File: config.mk
export PLATFORM = sky130hd
export DESIGN_NAME = coord_entry
export DESIGN_NICKNAME = d
export VERILOG_FILES = /design/src/rtl/coord_pkg.sv /design/src/rtl/coord_entry_btn_cond.sv /design/src/rtl/coord_entry.sv
export SDC_FILE = /design/constraint.sdc
export NUM_CORES = 1
export LEC_CHECK = 0
export CORE_ASPECT_RATIO = 0.9
export CORE_MARGIN = 5
export CORE_UTILIZATION = 30
export CTS_CLUSTER_DIAMETER = 120
export DETAILED_ROUTE_END_ITERATION = 10
export DONT_BUFFER_PORTS = 1
export GPL_ROUTABILITY_DRIVEN = 0
export SLEW_MARGIN = 20
export SYNTH_ARGS = -nofsm -noshare
export SYNTH_HDL_FRONTEND = slang
export SYNTH_HIERARCHICAL = 1
export SYNTH_SLANG_ARGS = --single-unit
File: constraint.sdc
create_clock -name clck -period 1.41 [get_ports clck]
set_input_delay 0.3525 -clock clck [delete_from_list [all_inputs] [get_ports clck]]
set_output_delay 0.3525 -clock clck [all_outputs]
set_load 0.1 [all_outputs]
File: src/rtl/coord_pkg.sv
// Shared types and constants for the coordinate entry front end.
package coord_pkg;

    typedef enum logic [1:0] {
        COLLECT = 2'd0,
        FULL    = 2'd1,
        OFFER   = 2'd2
    } entry_state_t;

    localparam logic [3:0] COORD_MAX      = 4'd9;
    localparam int         BITS_PER_COORD = 4;
    localparam int         BITS_PER_MOVE  = 8;

    function automatic logic coord_ok(input logic [3:0] y, input logic [3:0] x);
        return (y <= COORD_MAX) && (x <= COORD_MAX);
    endfunction

endpackage

File: src/rtl/coord_entry_btn_cond.sv
// Button conditioner: 2-flop synchroniser, optional debounce, rising-edge press pulse.
// Debounce counter is present only when COORD_ENTRY_DEBOUNCE_EN is defined.
module btn_cond #(
    parameter int DEB_CYCLES = 50000,
    parameter int DEB_W      = 16
) (
    input  logic clck,
    input  logic rst,
    input  logic raw,
    output logic pulse
);

    logic sync0_r;
    logic sync1_r;
    logic level_s;
    logic prev_r;

    if ((DEB_CYCLES < 1) || ((DEB_CYCLES >> DEB_W) != 0)) begin : g_bad_cfg
        $error("btn_cond: DEB_W too narrow for DEB_CYCLES");
    end

    // Bring the asynchronous pin into the clock domain.
    always_ff @(posedge clck) begin
        if (rst) begin
            sync0_r <= 1'b0;
            sync1_r <= 1'b0;
        end else begin
            sync0_r <= raw;
            sync1_r <= sync0_r;
        end
    end

`ifdef COORD_ENTRY_DEBOUNCE_EN
    logic [DEB_W-1:0] cnt_r;
    logic             level_r;

    // Accept a new level only after DEB_CYCLES consecutive differing samples.
    always_ff @(posedge clck) begin
        if (rst) begin
            cnt_r   <= '0;
            level_r <= 1'b0;
        end else if (sync1_r == level_r) begin
            cnt_r <= '0;
        end else if (cnt_r == DEB_W'(DEB_CYCLES - 1)) begin
            cnt_r   <= '0;
            level_r <= sync1_r;
        end else begin
            cnt_r <= cnt_r + {{(DEB_W-1){1'b0}}, 1'b1};
        end
    end

    assign level_s = level_r;
`else
    assign level_s = sync1_r;
`endif

    // One-cycle pulse on each accepted rising level.
    always_ff @(posedge clck) begin
        if (rst) begin
            prev_r <= 1'b0;
            pulse  <= 1'b0;
        end else begin
            prev_r <= level_s;
            pulse  <= level_s & ~prev_r;
        end
    end

endmodule

File: src/rtl/coord_entry.sv
// Serial coordinate entry: eight button bits -> Y/X nibbles, range check, valid/ready offer.
// Build option COORD_ENTRY_DEBOUNCE_EN enables the per-button debounce counters.
module coord_entry
    import coord_pkg::*;
#(
    parameter int DEB_CYCLES = 50000,
    parameter int DEB_W      = 16
) (
    input  logic       clck,
    input  logic       rst,
    input  logic       b0,
    input  logic       b1,
    input  logic       activate,
    output logic       move_valid,
    input  logic       move_ready,
    output logic [3:0] move_y,
    output logic [3:0] move_x,
    output logic [3:0] bit_count,
    output logic       entry_err
);

    logic         b0_p_s;
    logic         b1_p_s;
    logic         act_p_s;
    logic         bit_p_s;
    entry_state_t state_r;
    logic [3:0]   y_buf_r;
    logic [3:0]   x_buf_r;

    btn_cond #(.DEB_CYCLES(DEB_CYCLES), .DEB_W(DEB_W)) u_b0  (.clck(clck), .rst(rst), .raw(b0),       .pulse(b0_p_s));
    btn_cond #(.DEB_CYCLES(DEB_CYCLES), .DEB_W(DEB_W)) u_b1  (.clck(clck), .rst(rst), .raw(b1),       .pulse(b1_p_s));
    btn_cond #(.DEB_CYCLES(DEB_CYCLES), .DEB_W(DEB_W)) u_act (.clck(clck), .rst(rst), .raw(activate), .pulse(act_p_s));

    // Simultaneous b0 and b1 presses are ambiguous and enter nothing.
    assign bit_p_s = b0_p_s ^ b1_p_s;

    // Entry FSM, shift buffers and handshake register.
    always_ff @(posedge clck) begin
        if (rst) begin
            state_r    <= COLLECT;
            y_buf_r    <= 4'd0;
            x_buf_r    <= 4'd0;
            bit_count  <= 4'd0;
            move_valid <= 1'b0;
            move_y     <= 4'd0;
            move_x     <= 4'd0;
            entry_err  <= 1'b0;
        end else begin
            entry_err <= 1'b0;
            case (state_r)
                COLLECT: begin
                    if (act_p_s) begin
                        entry_err <= 1'b1;
                        y_buf_r   <= 4'd0;
                        x_buf_r   <= 4'd0;
                        bit_count <= 4'd0;
                    end else if (bit_p_s) begin
                        // First bit of each nibble ends up as its LSB.
                        if (bit_count < 4'(BITS_PER_COORD)) begin
                            y_buf_r <= {b1_p_s, y_buf_r[3:1]};
                        end else begin
                            x_buf_r <= {b1_p_s, x_buf_r[3:1]};
                        end
                        bit_count <= bit_count + 4'd1;
                        if (bit_count == 4'(BITS_PER_MOVE - 1)) begin
                            state_r <= FULL;
                        end
                    end
                end
                FULL: begin
                    if (act_p_s) begin
                        if (coord_ok(y_buf_r, x_buf_r)) begin
                            move_y     <= y_buf_r;
                            move_x     <= x_buf_r;
                            move_valid <= 1'b1;
                            state_r    <= OFFER;
                        end else begin
                            entry_err <= 1'b1;
                            y_buf_r   <= 4'd0;
                            x_buf_r   <= 4'd0;
                            bit_count <= 4'd0;
                            state_r   <= COLLECT;
                        end
                    end
                end
                OFFER: begin
                    if (move_ready) begin
                        move_valid <= 1'b0;
                        y_buf_r    <= 4'd0;
                        x_buf_r    <= 4'd0;
                        bit_count  <= 4'd0;
                        state_r    <= COLLECT;
                    end
                end
                default: begin
                    move_valid <= 1'b0;
                    y_buf_r    <= 4'd0;
                    x_buf_r    <= 4'd0;
                    bit_count  <= 4'd0;
                    state_r    <= COLLECT;
                end
            endcase
        end
    end

endmodule
==> qor.txt <==
Status: finished with violations
Failing checks: negative setup slack
HP Class: primary input to flip-flop
Clk root buf: clkbuf_8
Initial antenna violation count: 0
# diodes: 0
Buffers and inverters on the worst path: 0
H-tree depth: 2
Max-Slew Margin vs Limit: 78.3%
Mapped Cells: 147
GRT Total Usage: 9.88%
Synth cell types: 36
Crit path max-delay family: simple AND/OR/NAND/NOR gates
Mapped cell area: 1450 um2
Post-synthesis area per instance: 9.83 um2
Crit-path max FO: 7
Synth Register Bits: 36
Largest net degree at the start of global routing: 41
Final HPWL DP: 1960 um
Clock buffer depth: 2
First-pass iteration count of the detailed router: 4
Final Util: 41.0%
Final hold violations: 0
Core region area: 4740 um2
Asr flop ratio synth: 0%
Fin. max-slew vios: 0
CP peak stage delay: 0.43 ns
Row count: 24
Leak Pwr: 0.786 nW
Final worst setup slack: -0.0603 ns
TNS Setup: -0.214 ns
Post-synth EDFFs: 0
Setup violators final: 9
Worst path required time: 1.60 ns
Fin nets: 190
Clk pin slew, worst setup/hold paths: 0.07 ns
Vias/cell: 4.62
Crit path time final: 1.47 ns
Worst slew pin tran: 0.323 ns
Top Ports: 20
DIE WIDTH: 83.2 um
Clk_lat worst skew: 0.28 ns
IO buf count: 0
Vias in the first global route: 1,106
Placed Instances: 238
Commonest non-fill, non-tap cell in the layout: buf_4
Synth Warn #: 6
CTS buffer count: 5
Slowest CP cell: or3_4
Critical Path Sink Type: flip-flop
Pwr dens: 938 nW/um2
Reg area: 738 um2
CTS tree: done
Peak VDD IR: 0.657 mV
Initial drt markers: 73
Fill cell count: 479
Wirelength, routed: 2980 um
Crit Path Class: flip-flop to flip-flop
Avg WL per Cell: 12.0 um
Crit start category: flip-flop
Proportion of layout cells with a drive suffix above 1: 37.5%
Crit share post-route: 104%
Multi-input logic area: 732 um2
Peak Freq: 0.680 GHz
Post-Layout Cell Count: 249
ANT nets after route: 0
Unrepaired setup endpoints after global routing: yes
Total of max-cap violations: 0
Initial core utilization: 30.5%
Register area share after synthesis: 49.9%
# DRC: 0
First-pass GRT wire length: 4840 um
CTS Sinks: 36
Most frequent cells in the layout: buf_4 (31), dfxtp_1 (30), nor2_1 (16)
Setup Skew: 0.00785 ns
Worst-path cell chain: or3_4 -> nor3_4 -> nand2_1 -> a311oi_1
Die footprint: 6310 um2
Total gr overflow: 0
Syn nets: 154
Critical Path AT: 1.66 ns
Area Growth Syn to Fin: 34.5%
Via Count: 1,150
Die Ht: 75.8 um
Most used DFF post-synth: dfxtp_1
## registers in the layout, summed over array words and instances (netlist names), 2 cells and up
name	flops
bit_count	4
move_x	4
move_y	4
x_buf_r	4
y_buf_r	4
state_r	2
## report_power, final
part,internal (mW),leakage [nW],switching (mW)
logic,0.0490,0.450,0.0637
clock network,0.343,0.0399,0.333
registers,1.03,0.296,0.00687
total,1.42,0.786,0.403
## worst register-to-register path, cell delays in order, from the launching register on
cell and delay (ns):
dfxtp_2 0.33, or3_4 0.43, nor3_4 0.26, nand2_1 0.10, a311oi_1 0.26
## cell usage after synthesis (all sizes together), types with 4 or more instances
cell type,n,area [um2]
a31oi,5,31.3
nand2,10,37.5
nor2,18,77.6
buf,5,36.3
a21oi,7,35.0
nand3,4,20.0
nor2b,9,56.3
a221oi,4,47.6
inv,6,22.5
dfxtp,36,721
mux2i,9,90.1
o21ai,5,25.0
nor3,4,31.3
## path summary, 6_finish.rpt
kind                                              start                        end  slack (ns)  depth (start not counted)
worst min-delay path                                rst  bit_count[2]$_SDFFE_PP0P_        0.12                          1
worst max register to register   u_act/pulse$_SDFF_PP0_    x_buf_r[0]$_SDFFE_PP0P_       -0.06                          4
worst min register to register  u_act/prev_r$_SDFF_PP0_     u_act/pulse$_SDFF_PP0_        0.39                          1
worst max-delay path             u_act/pulse$_SDFF_PP0_    x_buf_r[0]$_SDFFE_PP0P_       -0.06                          4
## cell type report
class | instances | share of cell area (%)
inverter | 6 | 1.16
tap | 65 | 4.19
clock inverter | 1 | 0.193
timing repair buffer | 36 | 14.9
clock buffer | 7 | 3.93
multi-input combinational | 98 | 37.7
sequential | 36 | 38.0
## cell families after synthesis
logic type	Yosys count	share of synthesized area, %
simple gates	58	23.0
xor+xnor	1	1.13
mux	9	6.23
fa+ha+maj	1	0.866
flops	36	49.9
compound gates	29	14.3
buf+inv	13	4.59
## per-stage QoR
step | instance area [um2] | power (mW) | setup WS, ns | hold WS, ns
final | 1940 | 1.82 | -0.0603 | 0.120
after global routing | 1940 | 1.90 | -0.128 | 0.107
after CTS | 1890 | 1.85 | -0.0769 | 0.107
after detailed placement | 1770 | 1.15 | -0.125 | 0.393
after global placement | 1770 | 1.15 | -0.0634 | 0.389
after floorplan | 1480 | 1.13 | -0.0239 | 0.387
## layer usage
layer | share of wire, % | routed length (um) | track usage (%) | up-vias
li1 | - | - | - | 592
met1 | 48 | 1420 | 11.3 | 534
met2 | 46 | 1370 | 16.3 | 20
met3 | 5.2 | 156 | 3.46 | 4
met4 | 1.2 | 36 | 5.99 | 0
met5 | 0 | 0 | 0 | -
## what timing repair did
action                                  in CTS  in global routing
resized for setup                            9                 10
setup buffers                                1                  2
pin swaps                                    7                  4
hold buffers                                 0                  0
endpoints found under the setup margin      12                 10
Power figures use the tool's default switching activity.
==> RTL edit 1 (config.mk and constraints unchanged) <==
The option `COORD_ENTRY_DEBOUNCE_EN` is turned on by a define.
--- a/src/rtl/coord_entry_btn_cond.sv
+++ b/src/rtl/coord_entry_btn_cond.sv
@@ -2,2 +2,4 @@
 // Debounce counter is present only when COORD_ENTRY_DEBOUNCE_EN is defined.
+`define COORD_ENTRY_DEBOUNCE_EN
+
 module btn_cond #(
Behaviour: not the same (a bounded check fails within 10 cycles, from zero or initial values and one cycle with rst high).
==> RTL edit 1 against the original RTL <==
The run still ends with setup timing left. Sequential cell count increased by 51. Clock skew up 0.00064 ns. Worst setup slack gained 0.028 ns. Area after synthesis rose to 2.7 times the old value. Non-clock buffer count up 56. Cell area increased to 2.8 times the old value. Power grew to 2.7 times the old value. Via count rose to 2.6 times the old value. Wire length grew to 2.6 times the old value. Hold slack got worse by 0.029 ns.
==> RTL edit 1: results (changes against the original RTL) <==
The net count after synthesis is 406 (was 154). The fraction of area in registers came to 33.1% (was 38.0%). The final routed wire length divided by cell count came out at 11.9 µm (was 12.0 µm). Cell types occupying the most area after synthesis: dfxtp_1 45%, xnor2_1 9.6%, nor2_1 7.8%, nor4_4 3.3%, mux2i_1 3.1% (was dfxtp_1 50%, mux2i_1 6.2%, nor2_1 4.2%, nor2b_1 3.9%, nand2_1 2.6%). The H-tree depth came out at 3 (was 2).

The number of distinct library cell variants in the gate-level netlist after synthesis was 46 (was 36). The fraction of area in clock buffers and inverters came out at 5.36% (was 4.12%). Outcome: finished, violations left (unchanged). Most instantiated cells after synthesis: 87 x dfxtp_1, 80 x nor2_1, 42 x xnor2_1 (was 36 x dfxtp_1, 16 x nor2_1, 10 x nand2_1).

The final count of negative-setup-slack endpoints came out at 4 (was 9). The multi-input combinational gate total came out at 284 (was 98). The post-placement cell area was 4760 µm² (was 1770 µm²).

The switching component of the power came out at 0.909 mW (was 0.403 mW). The number of global-route vias before repair came out at 3,025 (was 1,106). The total detailed-routing wirelength came out at 7.80 mm (was 2.98 mm).

The share of total power in combinational logic was 1.3% (was 6.2%). The via density per instance is 4.60 (was 4.62). The area of the multi-input gates came out at 2290 µm² (was 732 µm²).

The number of buffers added by the clock tree synthesis step is 9 (was 5). The setup slack after layout is -0.0319 ns (was -0.0603 ns). The number of detailed-routing iterations run before antenna repair was 5 (was 4).

The master cell of the clock root buffer is clkbuf_16 (was clkbuf_8). The worst max-slew margin expressed relative to the limit is 79.8% (was 78.3%). The internal power is 3.95 mW (was 1.42 mW). The layout-stage area growth over the synthesis result was 40.7% (was 34.5%). Violated checks: setup timing (unchanged). The ratio of cells with drive above 1 in the final layout came out at 39.0% (was 37.5%). The HPWL after detailed placement came out at 5.33 mm (was 1.96 mm).

The clock latency on the worst-skew pair came to 0.33 ns (was 0.28 ns). The global-route wire length before repair came out at 13.4 mm (was 4.84 mm). The maximum vdd drop is 0.538 mV (was 0.657 mV). The non-clock buffering overhead in the final layout came out at 14.6% (was 14.9%). The non-clock buffer total of the final layout came to 92 (was 36). The end of the worst register-to-register path is x_buf_r[1]$_SDFFE_PP0P_ (was x_buf_r[0]$_SDFFE_PP0P_).

The pin count of the biggest net entering global routing was 44 (was 41). The number of non-clock inverters in the layout is 15 (was 6). The sequential cell area fraction in the yosys report is 45.2% (was 49.9%). The total number of nets in the final design came out at 499 (was 190). The number of sequential storage elements is 87 (was 36).
[RTL edit 1: changes by cell type after synthesis, moves of 6 or more]
cell and delta:
nor2_1 +64, dfxtp_1 +51, xnor2_1 +42, nand3_1 +13, inv_1 +9, nand2_1 +8
nor3_1 +8, nor4_2 +6, nor4_4 +6, nor4bb_1 +6
[RTL edit 1: repair_timing]
action,CTS,global route
setup buffers,0,8
pin swaps,5,31
endpoints found under the setup margin,16,68
resized for setup,12,59
hold buffers,0,0
gates cloned,0,1
[RTL edit 1: per-layer routing]
layer	vias up	GRT usage [%]	routed length, µm
met5	-	0	0
met4	0	3.25	91
met3	8	3.77	333
met2	38	16.5	3680
met1	1414	13.6	3690
li1	1558	-	-
[RTL edit 1: logic make-up after synthesis]
family,Yosys count,share of synthesized area [%]
simple gates,192,30.8
flops,87,45.2
xor+xnor,46,10.7
compound gates,29,5.56
buf+inv,26,3.31
mux,12,3.12
fa+ha+maj,4,1.30
==> RTL edit 2 (config.mk and constraints unchanged) <==
Made on the original files. Register the output `bit_count` once more; this adds one clock of latency there. The other outputs are not delayed to match.
--- a/src/rtl/coord_entry.sv
+++ b/src/rtl/coord_entry.sv
@@ -20,2 +20,4 @@
 );
+
+    logic [3:0] bit_count_s0;
 
@@ -42,3 +44,3 @@
             x_buf_r    <= 4'd0;
-            bit_count  <= 4'd0;
+            bit_count_s0 <= 4'd0;
             move_valid <= 1'b0;
@@ -55,6 +57,6 @@
                         x_buf_r   <= 4'd0;
-                        bit_count <= 4'd0;
+                        bit_count_s0 <= 4'd0;
                     end else if (bit_p_s) begin
                         // First bit of each nibble ends up as its LSB.
-                        if (bit_count < 4'(BITS_PER_COORD)) begin
+                        if (bit_count_s0 < 4'(BITS_PER_COORD)) begin
                             y_buf_r <= {b1_p_s, y_buf_r[3:1]};
@@ -63,4 +65,4 @@
                         end
-                        bit_count <= bit_count + 4'd1;
-                        if (bit_count == 4'(BITS_PER_MOVE - 1)) begin
+                        bit_count_s0 <= bit_count_s0 + 4'd1;
+                        if (bit_count_s0 == 4'(BITS_PER_MOVE - 1)) begin
                             state_r <= FULL;
@@ -80,3 +82,3 @@
                             x_buf_r   <= 4'd0;
-                            bit_count <= 4'd0;
+                            bit_count_s0 <= 4'd0;
                             state_r   <= COLLECT;
@@ -90,3 +92,3 @@
                         x_buf_r    <= 4'd0;
-                        bit_count  <= 4'd0;
+                        bit_count_s0 <= 4'd0;
                         state_r    <= COLLECT;
@@ -98,3 +100,3 @@
                     x_buf_r    <= 4'd0;
-                    bit_count  <= 4'd0;
+                    bit_count_s0 <= 4'd0;
                     state_r    <= COLLECT;
@@ -105,2 +107,6 @@
 
+    always_ff @(posedge clck) begin
+        bit_count <= bit_count_s0;
+    end
+
 endmodule
Behaviour: not the same (Yosys sat finds a counterexample within 10 cycles, from zero or initial values and one cycle with rst high).
==> RTL edit 2 against the original RTL <==
Area after synthesis rose by 5.1%. Worst setup slack improved by 0.069 ns. Power increased by 20%. Wire length up 9.8%. Hold slack lost 0.0082 ns. Die area is 4.5% higher. First-iteration DRC count is 44% higher. Cell area rose by 2.6%. Sequential cell count up 4.
==> RTL edit 2: results (changes against the original RTL) <==
The total number of vias came out at 1,234 (was 1,150). The starting DRC count in detailed routing is 105 (was 73). The sequential cell area fraction in the yosys report came out at 52.7% (was 49.9%). Outcome: complete, no violations (was finished, violations left). The number of cells produced by synthesis was 152 (was 147). The leakage power is 0.743 nW (was 0.786 nW). The adder and majority cell fraction of the synthesized area was 0.824% (was 0.866%). The hold path endpoint was u_act/pulse$_SDFF_PP0_ (was bit_count[2]$_SDFFE_PP0P_). The synthesized-area fraction occupied by ao, oa, aoi and oai cells came out at 18.9% (was 14.3%). Cell types occupying the most area after synthesis: dfxtp_1 53%, a21oi_1 6.9%, nand3_1 4.6%, nor2b_1 4.5%, o31ai_1 4.0% (was dfxtp_1 50%, mux2i_1 6.2%, nor2_1 4.2%, nor2b_1 3.9%, nand2_1 2.6%). The global-route wire length before repair came out at 5.46 mm (was 4.84 mm). The reg-to-reg setup timing slack is 0.009 ns (was -0.06 ns). The post-placement cell count is 244 (was 238). The post-cts gate resize count was 4 (was 9). The total detailed-routing wirelength is 3.27 mm (was 2.98 mm). The final routed wire length divided by cell count is 13.0 µm (was 12.0 µm). The worst setup skew after layout is 0.00722 ns (was 0.00785 ns). Most instantiated cells after synthesis: 40 x dfxtp_1, 21 x a21oi_1, 15 x nand2_1 (was 36 x dfxtp_1, 16 x nor2_1, 10 x nand2_1).

The slew at the pin with the worst max-slew slack came out at 0.370 ns (was 0.323 ns). The ratio of cells with drive above 1 in the final layout is 36.4% (was 37.5%). The post-placement cell area came to 1820 µm² (was 1770 µm²). The multiplexer area fraction after synthesis is 0.659% (was 6.23%).

The tightest hold margin was 0.112 ns (was 0.120 ns). The global-route usage over all layers is 10.4% (was 9.88%). The critical path's largest stage delay is 0.46 ns (was 0.43 ns). The end of the worst register-to-register path is y_buf_r[1]$_SDFFE_PP0P_ (was x_buf_r[0]$_SDFFE_PP0P_). The total number of nets in the final design is 193 (was 190). The number of distinct library cell variants in the gate-level netlist after synthesis was 34 (was 36). The data arrival at the endpoint of the critical path came out at 1.64 ns (was 1.66 ns).

The startpoint of the most critical register-to-register path was state_r[1]$_SDFFE_PP0P_ (was u_act/pulse$_SDFF_PP0_). The pin count of the biggest net entering global routing is 36 (was 41). The HPWL after detailed placement came to 2.16 mm (was 1.96 mm). The post-synthesis share of cell area spent on xor and xnor gates is 1.07% (was 1.13%). The clock latency on the worst-skew pair is 0.30 ns (was 0.28 ns).
[RTL edit 2: cell type report]
type | count | area (µm²)
Sequential cell | 40 | 803
Clock inverter | 3 | 42.5
Clock buffer | 5 | 68.8
Fill cell | 498 | 2870
Inverter | 2 | 7.51
Timing Repair Buffer | 35 | 283
Tap cell | 65 | 81.3
Multi-Input combinational cell | 102 | 707
[RTL edit 2: per-layer routing]
layer | global-route usage [%] | wire, µm
met5 | 0 | 0
met4 | 2.37 | 26
met3 | 4.56 | 229
met2 | 15.9 | 1540
met1 | 13.6 | 1480
[RTL edit 2: cells by family (layout without fill, tap and decap cells)]
kind of cell / after synthesis / count (layout)
xor+xnor: 1 / 1
simple gates: 58 / 58
mux: 1 / 1
fa+ha+maj: 1 / 1
flops: 40 / 40
compound gates: 41 / 41
buf+inv: 10 / 45
[RTL edit 2: power by group]
part | internal [mW] | switching [mW]
clock network | 0.524 | 0.409
logic | 0.0361 | 0.0594
registers | 1.15 | 0.00907
